File: src/rtl/alu_pipe_n.sv
// alu_pipe_n: two-stage pipelined, width-parameterised eight-operation ALU.
// Stage 1 captures an operand beat; stage 2 computes and holds the result
// until the consumer takes it. A stored carry can be chained into the next
// add or shift so that multi-word arithmetic works across beats.
module alu_pipe_n #(
  parameter int WIDTH = 4
) (
  input  logic             clock,
  input  logic             reset,
  input  logic             clr,
  input  logic             in_valid,
  output logic             in_ready,
  input  logic [2:0]       mode,
  input  logic [WIDTH-1:0] a,
  input  logic [WIDTH-1:0] b,
  input  logic             cin,
  input  logic             cin_sel,
  output logic             out_valid,
  input  logic             out_ready,
  output logic [WIDTH-1:0] result,
  output logic             carryout,
  output logic             zero,
  output logic             carry_flag
);

  typedef enum logic [2:0] {
    OpNot  = 3'b000,
    OpAdd  = 3'b001,
    OpAnd  = 3'b010,
    OpOr   = 3'b011,
    OpXor  = 3'b100,
    OpShl  = 3'b101,
    OpZero = 3'b110,
    OpOnes = 3'b111
  } aluOp_e;

  // Stage 1 holding registers
  logic             s1Valid_q;
  aluOp_e           s1Mode_q;
  logic [WIDTH-1:0] s1A_q;
  logic [WIDTH-1:0] s1B_q;
  logic             s1Cin_q;
  logic             s1CinSel_q;

  // Stage 2 / output registers
  logic             outValid_q;
  logic [WIDTH-1:0] result_q;
  logic             carryout_q;
  logic             zero_q;
  logic             carryFlag_q;

  // Stage 2 next-state values computed from the stage 1 registers
  logic [WIDTH-1:0] result_d;
  logic             carryout_d;
  logic             zero_d;
  logic             carryUpdate_d;
  logic             cinEff;
  logic [WIDTH:0]   sumWide;

  // Handshake terms
  logic s2Adv;
  logic s2Load;
  logic inXfer;

  assign s2Adv    = !outValid_q || out_ready;
  assign s2Load   = s1Valid_q && s2Adv;
  assign in_ready = !s1Valid_q || s2Adv;
  assign inXfer   = in_valid && in_ready;

  assign cinEff  = s1CinSel_q ? carryFlag_q : s1Cin_q;
  assign sumWide = {1'b0, s1A_q} + {1'b0, s1B_q} + {{WIDTH{1'b0}}, cinEff};

  // Compute the result of the beat waiting in stage 1
  always_comb begin
    result_d      = '0;
    carryout_d    = 1'b0;
    carryUpdate_d = 1'b0;
    case (s1Mode_q)
      OpNot:  result_d = ~s1A_q;
      OpAdd: begin
        result_d      = sumWide[WIDTH-1:0];
        carryout_d    = sumWide[WIDTH];
        carryUpdate_d = 1'b1;
      end
      OpAnd:  result_d = s1A_q & s1B_q;
      OpOr:   result_d = s1A_q | s1B_q;
      OpXor:  result_d = s1A_q ^ s1B_q;
      OpShl: begin
        result_d      = {s1A_q[WIDTH-2:0], cinEff};
        carryout_d    = s1A_q[WIDTH-1];
        carryUpdate_d = 1'b1;
      end
      OpZero: result_d = '0;
      OpOnes: result_d = '1;
      default: result_d = '0;
    endcase
    zero_d = (result_d == '0);
  end

  // Stage 1: accept a new beat, or empty when its beat moves on to stage 2
  always_ff @(posedge clock or posedge reset) begin
    if (reset) begin
      s1Valid_q  <= 1'b0;
      s1Mode_q   <= OpNot;
      s1A_q      <= '0;
      s1B_q      <= '0;
      s1Cin_q    <= 1'b0;
      s1CinSel_q <= 1'b0;
    end else if (clr) begin
      s1Valid_q <= 1'b0;
    end else if (inXfer) begin
      s1Valid_q  <= 1'b1;
      s1Mode_q   <= aluOp_e'(mode);
      s1A_q      <= a;
      s1B_q      <= b;
      s1Cin_q    <= cin;
      s1CinSel_q <= cin_sel;
    end else if (s2Load) begin
      s1Valid_q <= 1'b0;
    end
  end

  // Stage 2: load a computed result, retire a consumed one, track the carry
  always_ff @(posedge clock or posedge reset) begin
    if (reset) begin
      outValid_q  <= 1'b0;
      result_q    <= '0;
      carryout_q  <= 1'b0;
      zero_q      <= 1'b1;
      carryFlag_q <= 1'b0;
    end else if (clr) begin
      outValid_q  <= 1'b0;
      result_q    <= '0;
      carryout_q  <= 1'b0;
      zero_q      <= 1'b1;
      carryFlag_q <= 1'b0;
    end else if (s2Load) begin
      outValid_q <= 1'b1;
      result_q   <= result_d;
      carryout_q <= carryout_d;
      zero_q     <= zero_d;
      if (carryUpdate_d) begin
        carryFlag_q <= carryout_d;
      end
    end else if (out_ready) begin
      outValid_q <= 1'b0;
    end
  end

  assign out_valid  = outValid_q;
  assign result     = result_q;
  assign carryout   = carryout_q;
  assign zero       = zero_q;
  assign carry_flag = carryFlag_q;

endmodule

File: config.mk
export PLATFORM = sky130hd
export DESIGN_NAME = alu_pipe_n
export DESIGN_NICKNAME = d
export VERILOG_FILES = /design/src/rtl/alu_pipe_n.sv
export SDC_FILE = /design/constraint.sdc
export NUM_CORES = 1
export LEC_CHECK = 0
export ABC_AREA = 1
export CORE_MARGIN = 3
export CORE_UTILIZATION = 55
export DETAILED_ROUTE_END_ITERATION = 10
export GPL_TIMING_DRIVEN = 0
export PLACE_DENSITY = 0.84
export SLEW_MARGIN = 20
export SYNTH_ARGS = -nofsm -noshare
export SYNTH_HDL_FRONTEND = slang
export SYNTH_SLANG_ARGS = --single-unit
File: constraint.sdc
create_clock -name clock -period 4.5 [get_ports clock]
set_clock_uncertainty 0.15 [all_clocks]
set_input_delay 0.9 -clock clock [delete_from_list [all_inputs] [get_ports clock]]
set_output_delay 0.9 -clock clock [all_outputs]
set_load 0.02 [all_outputs]
==> Word-level counts from Yosys, hierarchy flattened <==
Cells that the tools add are included.
W data, S select, Z words.
{ "op_classes": {"addsub": 2, "eq_ne": 7, "muxes": 19, "bitwise_logic": 5, "n_reduce_logical": 15} }
{ "ops": {"columns": ["op", "count"], "rows": [
  ["$pmux W4 S8", 1],
  ["$mux W1", 15],
  ["$eq A3 B3 Y1 const B", 4],
  ["$mux W4", 2],
  ["$eq A3 B2 Y1 const B", 2],
  ["$reduce_bool A3 Y1", 2],
  ["$add A4 B4 Y5", 1],
  ["$add A5 B1 Y5", 1],
  ["$and A4 B4 Y4", 1],
  ["$logic_not A4 Y1", 1],
  ["$not A4 Y4", 1],
  ["$or A4 B4 Y4", 1],
  ["$reduce_and A2 Y1", 2],
  ["$reduce_bool A2 Y1", 2],
  ["$xor A4 B4 Y4", 1],
  ["$eq A3 B1 Y1 const B", 1],
  ["$logic_not A3 Y1", 1],
  ["$logic_and A1 B1 Y1", 2],
  ["$logic_not A1 Y1", 2],
  ["$logic_or A1 B1 Y1", 2],
  ["$pmux W1 S2", 1],
  ["$reduce_or A2 Y1", 1],
  ["$not A1 Y1", 1]
]} }
{ "totals": {"regBits": 22, "in_bits": 18, "out_inout_bits": 9, "word_cells": 59} }

==> Longest topological paths before layout <==
Gate-level depths: netlist of the first run.
{ "logic_depth": {"word_depth": 6, "mapped_depth": 14, "depth_no_buf": 14} }

==> Worst setup path after synthesis of the first run <==
Ideal clock, no wire load.
{ "synth_timing": {"path_kind": "input to output", "start": "input port out_ready", "end": "output port in_ready", "arrival_ps": 1169, "t_required_ps": 3450, "path_slack_ps": 2281, "stages": 2, "path_buffers": 0, "cell_sequence": "inv_1 > nand3_1"} }
{ "synth_between": {"elab_chain_cells": 2} }
{ "synth_lines": {"columns": ["item", "line_no", "rtl"], "rows": [
  ["start: declaration", "19", "input logic out_ready,"],
  ["$logic_or A1 B1 Y1", "65", "assign s2Adv = !outValid_q || out_ready;"],
  ["$logic_or A1 B1 Y1", "67", "assign in_ready = !s1Valid_q || s2Adv;"],
  ["end: declaration", "12", "output logic in_ready,"]
]} }
No other way between the ends.

==> Final worst setup path of the first run <==
Ends and elaborated chain as after synthesis.

==> impl_metrics.ini, run 1 <==
[finish]
mostFrequentLayoutCell = nand2_1
final_cell_mix = nand2_1, inv_1, nor2_1, clkdlybuf4s50_1, dfrtp_1
area_growth_pct = 25.05
num-nets-final = 245
n_antenna_cell = 0
drive_above_1_share = 0.08796

[synthesis]
yosys-top-cells-area = dfrtp_1, nand2_1, ha_1, inv_1, nor2_1
synth_top_family_by_area = simple AND/OR/NAND/NOR gates
avgSynthCellArea_um2 = 7.467
synth_compound_area_frac = 0.08919
ys_seq_area_frac = 0.3973
synthXorXnorAreaFrac = 0
synth_top_area_cell = dfrtp_1
ys_warn_count = 0
synthAdderAreaFrac = 0.1009
netlist.area_leader.share = 0.3784
synth_cells = 186
synth-simple-area-share = 0.3000
syn_nets = 214
syn_area_um2 = 1389
ys_ff_latch = 22
synthMuxAreaShare = 0.008108
ys_types = 21

[detailed_routing]
wl_met1_mm = 1.497
ant_nets = 0
wl_per_cell_um = 14.34
drc = 0
vias_per_cell = 5.520
first_pass_iters = 4
top_layer = met4
totalWireLength_mm = 3.498
wl_met2_mm = 1.671
num_vias = 1347
drtIter0Drc = 64
route.met3.wl_um = 237

[critical_path]
critPathMaxStageDelay_ns = 0.63
crit_family = buffers and inverters
required_ns = 3.45
path_buf_inv = 3
path_cells = clkdlybuf4s50_1 -> inv_1 -> nand3_1 -> clkdlybuf4s50_1
path_common_cell = clkdlybuf4s50_1
arrival_ns = 2.15
path_class = input pin to output pin
slowest_stage = clkdlybuf4s50_1
end_kind = output pin
crit_fanout = 3
cp-start-kind = input pin

[sta]
fmax_ghz = 0.3129
worst_pin_slew_ns = 0.8463
hold_viol_final = 0
fin_setup_tns_ns = 0
setup_viol = 0
maxSlewViolCount = 0
rsz0062_at_grt = false
min_period_ns = 3.196
post-route-period-util = 0.7102
holdWs_ns = 0.3536
relSlewSlack = 0.4352

[floorplan]
dieArea_um2 = 3164
fp-row-count = 17
die_x_um = 56.25
die_h_um = 56.25
io-pin-count = 27
coreArea_um2 = 2297
start_util = 0.6046

[flow_run]
drv_cap = 0

[cts]
cts_tree = yes
hold_buffers = 0
ctsResizeCount = 0
clock-sinks = 22
cts_buffers = 3
cts-root-buf = clkbuf_4
clkTransAtPathRegs_ns = 0.14
post_cts_buffers = 0
cts_max_level = 1
insertion_delay_ns = 0.33
clock_path_buffers = 2

[placement]
gp_congestion = 0.9483
dp_hpwl_mm = 2.623
io_buffers = 26

[power]
pwr_density_cell_nw_per_um2 = 351.3
power_leakage_uw = 0.0009118
max-vdd-ir-drop_mv = 0.2868

[worst_hold_path]
hp-class = register to register

[global_route]
grt_pass1_wl_mm = 5.678
gr-usage-all-layers = 0.2255
antenna_found_initial = 0
grt_start_max_net_pins = 23
grt_remaining_overflow = 0
grt_pass1_vias = 1279

[status]
outcome = finished clean
kinds of logic after synthesis:
logic type                 after synthesis
DFF                                     22
and+or+nand+nor                         96
buffers and inverters                   33
adders and majority gates               10
AOI/OAI and AO/OA                       24
muxes                                    1
metrics by stage:
stage | power, uW | std cells | utilization | worst slack (ns) | cell area (um^2)
6_report | 610.0 | 244 | 0.7560 | 1.304 | 1737
5_1_grt | 638.8 | 244 | 0.7560 | 1.253 | 1737
4_1_cts | 603.5 | 244 | 0.7560 | 1.306 | 1737
3_5_place_dp | 450.9 | 240 | 0.7331 | 1.310 | 1684
3_3_place_gp | 442.3 | 240 | 0.7331 | 1.328 | 1684
2_1_floorplan | 380.4 | 186 | - | 2.281 | 1389
layer usage:
layer  track usage  vias up
met2        0.3623       57
met5             0        -
met3       0.03218       14
met4       0.09831        0
li1              -      650
met1        0.3017      626
worst reg2reg max path: stages (launching register included):
cell	delay (ns)
dfrtp_1	0.38
inv_1	0.06
nand2_1	0.05
nand2_1	0.08
fa_1	0.41
fa_1	0.43
inv_1	0.08
nand2_1	0.07
nand2_1	0.06
nor2_1	0.04
nor2_1	0.10
nand3_1	0.10
a22o_1	0.20
power by group:
part | internal, uW | switching, uW
clock | 90.1 | 70.7
combinational | 85.3 | 121
sequential | 223 | 20.5
flip-flops by register name (all words and copies together) (netlist names):
register / flops
result: 4
s1A_q: 4
s1B_q: 4
s1Mode_q: 3
carry_flag: 1
carryout: 1
out_valid: 1
s1CinSel_q: 1
s1Cin_q: 1
s1Valid_q: 1
zero: 1
area by class of cell:
cell class,instances,area [um^2]
tap,28,35.03
timing repair buffer,26,260.3
clock buffer,3,22.52
multi-input combinational,131,691.9
clock inverter,1,30.03
inverter,29,122.6
sequential,22,551.8
fill,177,560.5
buffer,4,22.52
cells in the mapped netlist, drive strengths merged:
| master | number |
|---|---|
| nor3 | 2 |
| a22o | 1 |
| ha | 8 |
| o21ai | 5 |
| fa | 2 |
| nand3 | 15 |
| nor2 | 30 |
| buf | 4 |
| bufinv | 1 |
| inv | 28 |
| nand4 | 6 |
| a21oi | 18 |
| dfstp | 1 |
| nand2 | 43 |
| mux2 | 1 |
| dfrtp | 21 |
path summary, 6_finish.rpt:
kind,from,endpoint,cells past startpoint,slack [ns]
worst max-delay path,out_ready,in_ready,4,1.30
worst min-delay path,result[0],result[0],2,0.35
worst max register to register,s1CinSel_q,result[2],12,2.19
worst min register to register,result[0],result[0],2,0.35
max in group asynchronous,reset,s1A_q[1],2,2.79
min in group asynchronous,reset,s1Cin_q,2,0.89
Note: power is estimated with default switching activity, not from simulation.
==> run 2, diff against run 1 <==
CORE_UTILIZATION = 51   (was 55)
PLACE_DENSITY = 0.79   (was 0.84)
clock period = 3 ns   (was 4.5 ns; I/O delays follow)
==> run 2 against run 1 <==
  * Cell count rose by 0.82%
  * Clock power grew 3%
  * Non-clock buffer count unchanged
  * Highest routed layer unchanged
  * Via count down 1.6%
  * Largest power group unchanged
  * Design area decreased by 0.79%
  * Utilization down 7.3 points
  * Combinational power increased by 50%
  * Routed wire length down 3.3%
==> impl_metrics.ini, run 2 (synthesized netlist as in run 1, its figures left out) <==
[status]
outcome = finished clean

[detailed_routing]
first_pass_iters = 5
num_vias = 1326
drc = 0
wl_per_cell_um = 13.75
totalWireLength_mm = 3.382
drtIter0Drc = 111
vias_per_cell = 5.390
ant_nets = 0

[cts]
clock-sinks = 22
insertion_delay_ns = 0.31
cts-root-buf = clkbuf_4
hold_buffers = 0
clock_path_buffers = 2
post_cts_buffers = 0
cts_max_level = 1
cts_tree = yes
ctsResizeCount = 0
clkTransAtPathRegs_ns = 0.12
cts_buffers = 3

[sta]
min_period_ns = 2.613
rsz0062_at_grt = false
setup_viol = 0
worst_pin_slew_ns = 0.8522
maxSlewViolCount = 0
fmax_ghz = 0.3828
fin_setup_tns_ns = 0
hold_viol_final = 0
relSlewSlack = 0.4312
post-route-period-util = 0.8709

[global_route]
grt_pass1_vias = 1292
antenna_found_initial = 0
gr-usage-all-layers = 0.2235
grt_remaining_overflow = 0
grt_pass1_wl_mm = 5.740
grt_start_max_net_pins = 23

[finish]
final_cell_mix = nand2_1, inv_1, nor2_1, clkdlybuf4s50_1, dfrtp_1
mostFrequentLayoutCell = nand2_1
area_growth_pct = 24.05
finalNonFillerCells = 246
seq_area_um2 = 551.8
num-nets-final = 245
multi_input_area_um2 = 691.9
n_antenna_cell = 0
drive_above_1_share = 0.08796
finish.utilization = 0.6830
fillers = 225

[placement]
dp_hpwl_mm = 2.636
gp_congestion = 0.9418
post-place-cells = 242
io_buffers = 26

[power]
power_leakage_uw = 0.0009048
max-vdd-ir-drop_mv = 0.4397
pwr_density_cell_nw_per_um2 = 487.5

[floorplan]
io-pin-count = 27
coreArea_um2 = 2522
start_util = 0.5506
fp-row-count = 18
die_h_um = 58.19
dieArea_um2 = 3385
die_x_um = 58.19

[worst_hold_path]
min_path_cells = 2
hp-class = register to register

[critical_path]
end_kind = output pin
required_ns = 2.25
path_class = input pin to output pin
crit_fanout = 3
cp-start-kind = input pin
r2r_cells = 11
arrival_ns = 1.86

[flow_run]
drv_cap = 0
-- run 2: cell count changes in the layout (fill, tap and decap cells not counted), sizes merged --
cell    change
bufinv      -1
clkbuf      +1
-- run 2: per-layer routing --
metal / share of wire / track usage / wire length (um)
met4: 0.030 / 0.1159 / 102
met5: 0 / 0 / 0
met1: 0.43 / 0.2941 / 1469
met2: 0.47 / 0.3532 / 1600
met3: 0.062 / 0.03563 / 210
-- run 2: final timing paths --
check | start | end | slack (ns)
max | out_ready | in_ready | 0.39
min | carryout | carryout | 0.35
max reg2reg | carry_flag | result[2] | 0.67
min reg2reg | carryout | carryout | 0.35
max in group asynchronous | reset | result[0] | 1.58
min in group asynchronous | reset | s1Cin_q | 0.59
-- run 2: cell type report --
class,instances,share of cell area
Multi-Input combinational cell,131,0.4016
Sequential cell,22,0.3203
Timing Repair Buffer,26,0.1511
Inverter,29,0.07117
Tap cell,30,0.02179
Clock buffer,4,0.02106
Buffer,4,0.01307
-- run 2: where the power goes --
part | total (uW) | leakage [uW] | switching, uW | internal (uW)
Combinational | 310 | 0.000623 | 181 | 129
Clock | 166 | 0.0000210 | 91.5 | 74.2
Sequential | 364 | 0.000261 | 30.6 | 334
Total | 840 | 0.000905 | 303 | 537
-- run 2: through the flow --
step	hold WS (ns)	worst slack [ns]	instance area (um^2)	total power (uW)
finish	0.3474	0.3874	1723	840.0
global route	0.3730	0.3492	1723	905.3
CTS	0.3506	0.3904	1723	844.4
detailed placement	0.3192	0.3995	1687	676.7
global placement	0.3167	0.4179	1687	668.1
floorplan	0.3298	0.8461	1389	570.5
-- run 2: worst max-delay path, stage by stage --
cell,delay (ns)
clkdlybuf4s50_1,0.47
inv_1,0.06
nand3_1,0.11
clkdlybuf4s50_1,0.63
